===== config.mk =====
export PLATFORM = sky130hd
export DESIGN_NAME = number_decoder_flat
export DESIGN_NICKNAME = d
export VERILOG_FILES = /design/src/rtl/number_pkg.sv /design/src/rtl/number_decoder_if.sv /design/src/rtl/seg7_decode.sv /design/src/rtl/number_decoder.sv /design/src/flat_wrapper.sv
export SDC_FILE = /design/constraint.sdc
export NUM_CORES = 1
export LEC_CHECK = 0
export CAP_MARGIN = 20
export CORE_UTILIZATION = 40
export DETAILED_ROUTE_END_ITERATION = 10
export GPL_TIMING_DRIVEN = 0
export PLACE_DENSITY = 0.63
export REMOVE_ABC_BUFFERS = 1
export SLEW_MARGIN = 10
export SYNTH_ARGS = -nofsm -noshare
export SYNTH_HDL_FRONTEND = slang
export SYNTH_SLANG_ARGS = --single-unit
export TNS_END_PERCENT = 50

===== constraint.sdc =====
create_clock -name CLOCK_50 -period 2.66 [get_ports CLOCK_50]
set_clock_uncertainty 0.2 [all_clocks]
set_input_delay 0.532 -clock CLOCK_50 [delete_from_list [all_inputs] [get_ports CLOCK_50]]
set_output_delay 0.532 -clock CLOCK_50 [all_outputs]
set_load 0.005 [all_outputs]

===== src/rtl/number_pkg.sv =====
// Shared constants for the credit display path: FSM states, value range and 7-segment fonts.
// Fonts are active-high, bit order g..a; polarity is applied by the decoder.
package number_pkg;

  typedef enum logic [1:0] {
    IDLE   = 2'd0,
    DIV    = 2'd1,
    FINISH = 2'd2
  } state_t;

  localparam int unsigned NUM_W    = 7;
  localparam logic [6:0]  NUM_MAX  = 7'd99;
  localparam logic [6:0]  NUM_BASE = 7'd10;
  localparam logic [6:0]  KEY_STEP = 7'd10;
  localparam logic [6:0]  KEY_MAX  = 7'd90;

  localparam logic [6:0] SEG_BLANK = 7'h00;
  localparam logic [6:0] SEG_DASH  = 7'h40;
  localparam logic [6:0] SEG_0     = 7'h3F;
  localparam logic [6:0] SEG_1     = 7'h06;
  localparam logic [6:0] SEG_2     = 7'h5B;
  localparam logic [6:0] SEG_3     = 7'h4F;
  localparam logic [6:0] SEG_4     = 7'h66;
  localparam logic [6:0] SEG_5     = 7'h6D;
  localparam logic [6:0] SEG_6     = 7'h7D;
  localparam logic [6:0] SEG_7     = 7'h07;
  localparam logic [6:0] SEG_8     = 7'h7F;
  localparam logic [6:0] SEG_9     = 7'h6F;

  function automatic logic [6:0] seg_digit(input logic [3:0] d);
    logic [6:0] s;
    case (d)
      4'd0:    s = SEG_0;
      4'd1:    s = SEG_1;
      4'd2:    s = SEG_2;
      4'd3:    s = SEG_3;
      4'd4:    s = SEG_4;
      4'd5:    s = SEG_5;
      4'd6:    s = SEG_6;
      4'd7:    s = SEG_7;
      4'd8:    s = SEG_8;
      4'd9:    s = SEG_9;
      default: s = SEG_BLANK;
    endcase
    return s;
  endfunction

  function automatic logic [6:0] seg_polar(input logic [6:0] s, input bit active_low);
    return active_low ? ~s : s;
  endfunction

endpackage


===== src/rtl/number_decoder_if.sv =====
// Request/result bundle between the credit logic and the number decoder.
interface number_decoder_if;
  logic       start;
  logic [6:0] number;
  logic       busy;
  logic       done;
  logic       overflow;
  logic [3:0] tens;
  logic [3:0] ones;
  logic [6:0] HEX1;
  logic [6:0] HEX0;

  modport master (
    output start, number,
    input  busy, done, overflow, tens, ones, HEX1, HEX0
  );

  modport slave (
    input  start, number,
    output busy, done, overflow, tens, ones, HEX1, HEX0
  );
endinterface


===== src/rtl/seg7_decode.sv =====
// Combinational BCD digit to 7-segment pattern (g..a), with blank and dash overrides.
module seg7_decode
  import number_pkg::*;
#(
  parameter bit SEG_ACTIVE_LOW = 1'b1
) (
  input  logic [3:0] digit_i,
  input  logic       blank_i,
  input  logic       dash_i,
  output logic [6:0] seg_o
);

  logic [6:0] pattern;

  // Dash wins over blank so an overflow never shows an empty tens digit.
  assign pattern = dash_i  ? SEG_DASH  :
                   blank_i ? SEG_BLANK : seg_digit(digit_i);

  assign seg_o = seg_polar(pattern, SEG_ACTIVE_LOW);

endmodule


===== src/rtl/number_decoder.sv =====
// Binary 0..99 to BCD tens/ones by repeated subtraction, with registered 7-segment outputs.
// done pulses floor(n/10)+2 cycles after start (2 cycles for n>99); start is ignored outside IDLE.
module number_decoder
  import number_pkg::*;
#(
  parameter bit SEG_ACTIVE_LOW     = 1'b1,
  parameter bit BLANK_LEADING_ZERO = 1'b1
) (
  input  logic             CLOCK_50,
  input  logic             reset,
  number_decoder_if.slave  bus
);

  localparam logic [6:0] HEX0_RST = seg_polar(SEG_0, SEG_ACTIVE_LOW);
  localparam logic [6:0] HEX1_RST = seg_polar(BLANK_LEADING_ZERO ? SEG_BLANK : SEG_0,
                                              SEG_ACTIVE_LOW);

  state_t     state_q, state_d;
  logic [6:0] work_q, work_d;
  logic [3:0] tcnt_q, tcnt_d;
  logic       busy_q, busy_d;
  logic       done_q, done_d;
  logic       overflow_q, overflow_d;
  logic [3:0] tens_q, tens_d;
  logic [3:0] ones_q, ones_d;
  logic [6:0] hex1_q, hex1_d;
  logic [6:0] hex0_q, hex0_d;

  logic       div_ovf;
  logic [6:0] seg_tens;
  logic [6:0] seg_ones;

  // work only ever decreases, so the range test is meaningful on the first DIV cycle only.
  assign div_ovf = (work_q > NUM_MAX);

  seg7_decode #(.SEG_ACTIVE_LOW(SEG_ACTIVE_LOW)) u_seg_tens (
    .digit_i (tcnt_q),
    .blank_i (BLANK_LEADING_ZERO && (tcnt_q == 4'd0)),
    .dash_i  (div_ovf),
    .seg_o   (seg_tens)
  );

  seg7_decode #(.SEG_ACTIVE_LOW(SEG_ACTIVE_LOW)) u_seg_ones (
    .digit_i (work_q[3:0]),
    .blank_i (1'b0),
    .dash_i  (div_ovf),
    .seg_o   (seg_ones)
  );

  always_comb begin
    state_d    = state_q;
    work_d     = work_q;
    tcnt_d     = tcnt_q;
    busy_d     = busy_q;
    done_d     = 1'b0;
    overflow_d = overflow_q;
    tens_d     = tens_q;
    ones_d     = ones_q;
    hex1_d     = hex1_q;
    hex0_d     = hex0_q;

    case (state_q)
      IDLE: begin
        if (bus.start) begin
          work_d  = bus.number;
          tcnt_d  = 4'd0;
          busy_d  = 1'b1;
          state_d = DIV;
        end
      end
      DIV: begin
        if (div_ovf || (work_q < NUM_BASE)) begin
          // Result registers load on entry to FINISH so done and data appear together.
          state_d    = FINISH;
          busy_d     = 1'b0;
          done_d     = 1'b1;
          overflow_d = div_ovf;
          tens_d     = div_ovf ? 4'hF : tcnt_q;
          ones_d     = div_ovf ? 4'hF : work_q[3:0];
          hex1_d     = seg_tens;
          hex0_d     = seg_ones;
        end else begin
          work_d = work_q - NUM_BASE;
          tcnt_d = tcnt_q + 4'd1;
        end
      end
      FINISH: begin
        state_d = IDLE;
      end
      default: begin
        state_d = IDLE;
        busy_d  = 1'b0;
      end
    endcase
  end

  always_ff @(posedge CLOCK_50 or negedge reset) begin
    if (!reset) begin
      state_q    <= IDLE;
      work_q     <= '0;
      tcnt_q     <= '0;
      busy_q     <= 1'b0;
      done_q     <= 1'b0;
      overflow_q <= 1'b0;
      tens_q     <= '0;
      ones_q     <= '0;
      hex1_q     <= HEX1_RST;
      hex0_q     <= HEX0_RST;
    end else begin
      state_q    <= state_d;
      work_q     <= work_d;
      tcnt_q     <= tcnt_d;
      busy_q     <= busy_d;
      done_q     <= done_d;
      overflow_q <= overflow_d;
      tens_q     <= tens_d;
      ones_q     <= ones_d;
      hex1_q     <= hex1_d;
      hex0_q     <= hex0_d;
    end
  end

  assign bus.busy     = busy_q;
  assign bus.done     = done_q;
  assign bus.overflow = overflow_q;
  assign bus.tens     = tens_q;
  assign bus.ones     = ones_q;
  assign bus.HEX1     = hex1_q;
  assign bus.HEX0     = hex0_q;

endmodule


===== src/flat_wrapper.sv =====
// flat-port wrapper written by rule: the top's interface ports become plain ports
module number_decoder_flat import number_pkg::*;
#(
  parameter bit SEG_ACTIVE_LOW     = 1'b1,
  parameter bit BLANK_LEADING_ZERO = 1'b1
)
  (CLOCK_50, reset, bus_start, bus_number, bus_busy, bus_done, bus_overflow, bus_tens, bus_ones, bus_HEX1, bus_HEX0);
  number_decoder_if bus_i ();
  input  logic CLOCK_50;
  input  logic reset;
  input wire logic [$bits(bus_i.start)-1:0] bus_start;
  input wire logic [$bits(bus_i.number)-1:0] bus_number;
  output wire logic [$bits(bus_i.busy)-1:0] bus_busy;
  output wire logic [$bits(bus_i.done)-1:0] bus_done;
  output wire logic [$bits(bus_i.overflow)-1:0] bus_overflow;
  output wire logic [$bits(bus_i.tens)-1:0] bus_tens;
  output wire logic [$bits(bus_i.ones)-1:0] bus_ones;
  output wire logic [$bits(bus_i.HEX1)-1:0] bus_HEX1;
  output wire logic [$bits(bus_i.HEX0)-1:0] bus_HEX0;
  assign bus_i.start = bus_start;
  assign bus_i.number = bus_number;
  assign bus_busy = bus_i.busy;
  assign bus_done = bus_i.done;
  assign bus_overflow = bus_i.overflow;
  assign bus_tens = bus_i.tens;
  assign bus_ones = bus_i.ones;
  assign bus_HEX1 = bus_i.HEX1;
  assign bus_HEX0 = bus_i.HEX0;
  number_decoder #(.SEG_ACTIVE_LOW(SEG_ACTIVE_LOW), .BLANK_LEADING_ZERO(BLANK_LEADING_ZERO)) u_core (.CLOCK_50(CLOCK_50), .reset(reset), .bus(bus_i));
endmodule

* Word-level counts from Yosys, hierarchy flattened
Memory sizes are Yosys's and may differ from the RTL's.
Cells that the tools add are included.
** Word-level totals
- Bits in registers :: 38
- Bits in read-only memories :: 224
- Memories :: 2
- Input port bits :: 10
- Logic and storage cells :: 51
- Output and inout bits :: 25
** Operators by class
- Add/subtract/negate cells :: 2
- Magnitude comparators :: 2
- Equality and inequality tests :: 5
- Reductions and logical operators :: 8
- Bitwise gates (word level) :: 3
- Muxes and demuxes :: 19
** Memories
- (name not given) :: depth 16, width 7, read ports 1, clocked after Yosys merged registers in 0, write ports 0, line number_pkg.sv:32 : case (d)
- (name not given) :: depth 16, width 7, read ports 1, clocked after Yosys merged registers in 0, write ports 0, line number_pkg.sv:32
** Operator list (count)
- $mux 7 :: 5
- $mux 4 :: 4
- $not 7->7 :: 2
- $pmux 7 s2 :: 1
- $pmux 4 s2 :: 1
- $gt 7x7->1 const B :: 1
- $lt 7x4->1 const B :: 1
- $sub 7x4->7 const B :: 1
- $reduce_and 3->1 :: 2
- $add 4x1->4 const B :: 1
- $logic_not 4->1 :: 1
- $mux 1 :: 4
- $mux 2 :: 2
- $ne 2x2->1 const B :: 2
- $pmux 2 s2 :: 1
- $reduce_and 2->1 :: 2
- $pmux 1 s3 :: 1
- $eq 2x1->1 const B :: 1
- $eq 2x2->1 const B :: 1
- $logic_not 2->1 :: 1
- $ne 2x1->1 const B :: 1
- $reduce_bool 2->1 :: 1
- $logic_or 1x1->1 :: 1
- $not 1->1 :: 1

* Depth between registers and ports, before layout
- Word-level depth :: 4
- Gate-level depth with buffers :: 8
- Gate-level depth less buffers :: 7

* Hierarchy
From an unflattened synthesis, not the netlist that was laid out.
** Unflattened totals
- Cells, all modules :: 201
- Area total of the unflattened synthesis :: 2233.4 µm²
** Modules (own cells, without submodules)
- number_decoder :: cells an instance 147, seq. area each 960.9 µm², instances 1, area an instance 1780.5 µm²
- seg7_decode :: cells an instance 27, seq. area each 0.0 µm², instances 2, area an instance 226.5 µm²

* Least setup slack after synthesis
No wires, ideal clock.
- Path type :: flip-flop to flip-flop
- Start :: register u_core.work_q[1]
- End :: register u_core.ones_q[0] (netlist: u_core.bus.ones[0])
- Stages on the path, launching flop included :: 8
- Data arrival time :: 1.805 ns
- Setup slack :: 0.516 ns
- Clock period less this slack :: 2.144 ns
- Data required time :: 2.321 ns
- Buffers on the path :: 1
- Library setup time :: 0.139 ns
- Cells stage by stage :: dfrtp_1 inv_1 ha_1 nor2b_4 or3_4 a21oi_4 buf_2 a31oi_1
** On the way
- Word-level cells in the longest chain between the ends :: 3
- Elaborated cells on any way between the ends :: 5
- Classes of those cells :: order compare: 2; mux: 1; reduce/logical: 2
** Ends and longest elaborated chain
- start, declared :: line number_decoder.sv:19 : logic [6:0] work_q, work_d;
- start signal, assigned :: line number_decoder.sv:111 : work_q <= work_d;
- $gt 7x7->1 or $lt 7x4->1 (tied branches) :: line number_decoder.sv:34, number_decoder.sv:72
- $logic_or 1x1->1 :: line number_decoder.sv:72 : if (div_ovf || (work_q < NUM_BASE)) begin
- $reduce_and 2->1 (no line)
- end signal, assigned :: line number_decoder.sv:117 : ones_q <= ones_d;
- end, declared :: line number_decoder.sv:25 : logic [3:0] ones_q, ones_d;
Parallel ways exist; a longest one is shown, timed or not.
A chain may end at the register's enable or synchronous reset.

* Worst setup path in the final report
- Start :: register u_core.work_q[2]
- End :: register u_core.hex0_q[0] (netlist: u_core.bus.HEX0[0])
** On the way
- Word-level cells in the longest chain between the ends :: 3
- Elaborated cells on any way between the ends :: 7
- Classes of those cells :: order compare: 2; mux: 1; bitwise: 1; reduce/logical: 2; memory: 1
** Ends and longest elaborated chain
- $gt 7x7->1, or another cell as far along :: line number_decoder.sv:34 : assign div_ovf = (work_q > NUM_MAX);
- $logic_or 1x1->1 or $mux 7 (tied branches) :: line number_decoder.sv:72, seg7_decode.sv:16
- $reduce_and 2->1 (no line) or $not 7->7 (tied branches)
- end signal, assigned :: line number_decoder.sv:108 : hex0_q <= HEX0_RST;
- end signal, assigned :: line number_decoder.sv:119 : hex0_q <= hex0_d;
- end, declared :: line number_decoder.sv:27 : logic [6:0] hex0_q, hex0_d;
Parallel ways exist; a longest one is shown, timed or not.

==> run metrics <==
status finished clean; RSZ-0062 raised after global routing false; vias in the first global route 1,510; # IOs 35; share of cells above drive strength 1 14.1%; drt drc 0; routed wire length 4.40 mm; Num CTS Buffers 5; YS warnings 0; Critical Path RT 2620 ps; die footprint 5480 µm²; final worst slack 171 ps; maxcap violations 0; Clock Root Buffer clkbuf_8; crit-path max FO 17; setup violators final 0; Worst-path clk slew 80 ps; Post-Syn Instances 216; CTS tree done; Core Rows 25; GPL Wtd Cong 0.871; EDFF count, synth 0; pin count of the biggest net entering global routing 26; max incr delay on CP 480 ps; CP Capture Type register; ANT cells 0; DR WL/cell 13.6 µm; Global Route Usage Sum 18.2%; HPWL after DPL 2.87 mm; CP max stage cell dfrtp_1; worst slack, placed -348 ps; Via density 5.20; CORE AREA 4850 µm²; initial antenna violation count 0; DR vias 1,681; Synth cell types 44; Longest Clk Path Bufs 2; FFs w/ async S/R, synth 100%; Hold Vio Cnt, Final 0; clk sinks 38; total gr overflow 0; Main synth FF type dfrtp_1; Synth top cells by count 30 x dfrtp_1, 30 x nor2_1, 22 x a21oi_1; Post-Layout Inst Area 2650 µm²; number of port buffers 34; min Tclk post-route 2490 ps; CP startpoint kind register; pin slew with the least headroom to its limit 782 ps; share of the synthesized area in the top cell type 36.1%; Syn Area/Cell 9.62 µm²; DIE HEIGHT 74.1 µm; Seq cells post-synth 38; placed cell areas 2440 µm²; leading area contributor after synthesis dfrtp_1; Clk Latency, worst-skew pair 300 ps; Die Wd 74.1 µm; post-layout util 54.7%; final worst path period share 93.6%; CP Cell Sequence inv_1 -> ha_1 -> nand4_1 -> o21a_2 -> o21ai_1 -> a221oi_1 -> a21oi_1; synth top area cells dfrtp_1 36%, dfstp_2 10%, ha_1 8.4%, nor2_1 5.4%, a21oi_1 5.3%; Hold Crit Class register to register; Rel. slew slack 47.8%; kind of critical path register to register; synthesized area 2080 µm²; Routed Antenna Nets 0; total power 3480 µW; First DRT Iteration DRCs 176; Leak 0.00109 µW; drt pass-1 iters 4; first-pass GRT wire length 7.40 mm; Seq/Total Area, Yosys 46.3%; Final nets 279; VDD IR max 0.569 mV; Slew Limit Fails 0; Pwr per Cell Area 1310 nW/µm²; maximum level of the CTS H-tree 2; Syn-to-layout area delta 27.7%; effective utilization at floorplan 42.8%; Max Fclk 402 MHz; critical path arrival 2440 ps
-- layout make-up --
type                            count  area, µm²
Multi-Input combinational cell    159       1040
Clock buffer                        8        110
Sequential cell                    38        961
Fill cell                         462       2200
Tap cell                           67       83.8
Inverter                           10       37.5
Timing Repair Buffer               41        415
-- kinds of logic after synthesis --
family / count (synthesis) / share of synthesized area (%)
xor+xnor: 1 / 0.422
buf+inv: 22 / 5.42
simple gates: 65 / 15.2
compound gates: 70 / 21.3
flops: 38 / 46.3
mux: 6 / 3.01
fa+ha+maj: 14 / 8.43
-- worst paths after layout --
path                       depth (start not counted)  slack (ps)               start                  to
max                                                7         170    u_core.work_q[2]  u_core.bus.HEX0[0]
min                                                2         300  u_core.bus.HEX1[2]  u_core.bus.HEX1[2]
max reg2reg                                        7         170    u_core.work_q[2]  u_core.bus.HEX0[0]
min reg2reg                                        2         300  u_core.bus.HEX1[2]  u_core.bus.HEX1[2]
max in group asynchronous                          3        1260               reset  u_core.bus.HEX1[5]
min in group asynchronous                          2         480               reset    u_core.work_q[5]
-- sequential cells by signal, indices dropped and copies added, names as in the netlist --
signal,flops
u_core.bus.HEX0,7
u_core.bus.HEX1,7
u_core.work_q,7
u_core.bus.ones,4
u_core.bus.tens,4
u_core.tcnt_q,4
u_core.state_q,2
u_core.bus.busy,1
u_core.bus.done,1
u_core.bus.overflow,1
-- critical path: cells and delay by family, from the launching register on --
family	cells	cell delay (ps)
DFF	1	480
buffers and inverters	1	190
adders and majority gates	1	220
AOI/OAI and AO/OA	4	1140
and+or+nand+nor	1	120
-- routing by layer --
metal  track usage (%)  up-vias  routed length (µm)
met3              4.20        5                 224
met2              27.2       41                2020
met4              6.41        0                  27
met5                 0        -                   0
li1                  -      842                   -
met1              25.9      793                2130
-- through the flow --
stage | TNS (ps) | hold slack [ps] | std cells
finish | 0 | 304 | 323
global route | 0 | 318 | 323
CTS | 0 | 307 | 317
detailed placement | -4050 | 267 | 306
global placement | -6510 | 296 | 305
floorplan | 0 | 36.4 | 204
-- cell usage in the layout (no fill, tap or decap), types with 2 or more instances in the layout --
| master | Yosys | layout |
|---|---|---|
| dfstp_2 | 8 | 8 |
| inv_1 | 10 | 10 |
| clkbuf_8 | 0 | 8 |
| ha_1 | 14 | 14 |
| a211oi_1 | 2 | 2 |
| a21oi_4 | 1 | 3 |
| clkdlybuf4s50_1 | 0 | 33 |
| buf_12 | 0 | 2 |
| a21oi_1 | 22 | 22 |
| mux2i_1 | 4 | 4 |
| nand2b_1 | 3 | 3 |
| o21ai_0 | 16 | 16 |
| a221oi_1 | 2 | 2 |
| nand3_1 | 5 | 5 |
| nor2_1 | 30 | 30 |
| nand2_1 | 13 | 13 |
| nand3b_1 | 3 | 3 |
| dfrtp_1 | 30 | 30 |
| buf_4 | 1 | 4 |
| a31oi_1 | 13 | 13 |
| nor3b_1 | 3 | 3 |
| o21ai_1 | 4 | 4 |
-- power by group --
part | switching, µW | leakage, µW | total [µW] | internal [µW]
registers | 247 | 0.000427 | 1120 | 876
logic | 999 | 0.000603 | 1890 | 893
clock network | 207 | 0.0000575 | 469 | 262
-- repair_timing --
action,4_1_cts,5_1_grt
setup endpoints to repair,23,16
hold endpoints to repair,12,0
pin swaps,1,3
resized for setup,1,1
cloned,2,1
hold buffers,1,0
buffers inserted,0,5
No activity file was read; power rests on OpenSTA's default activity.
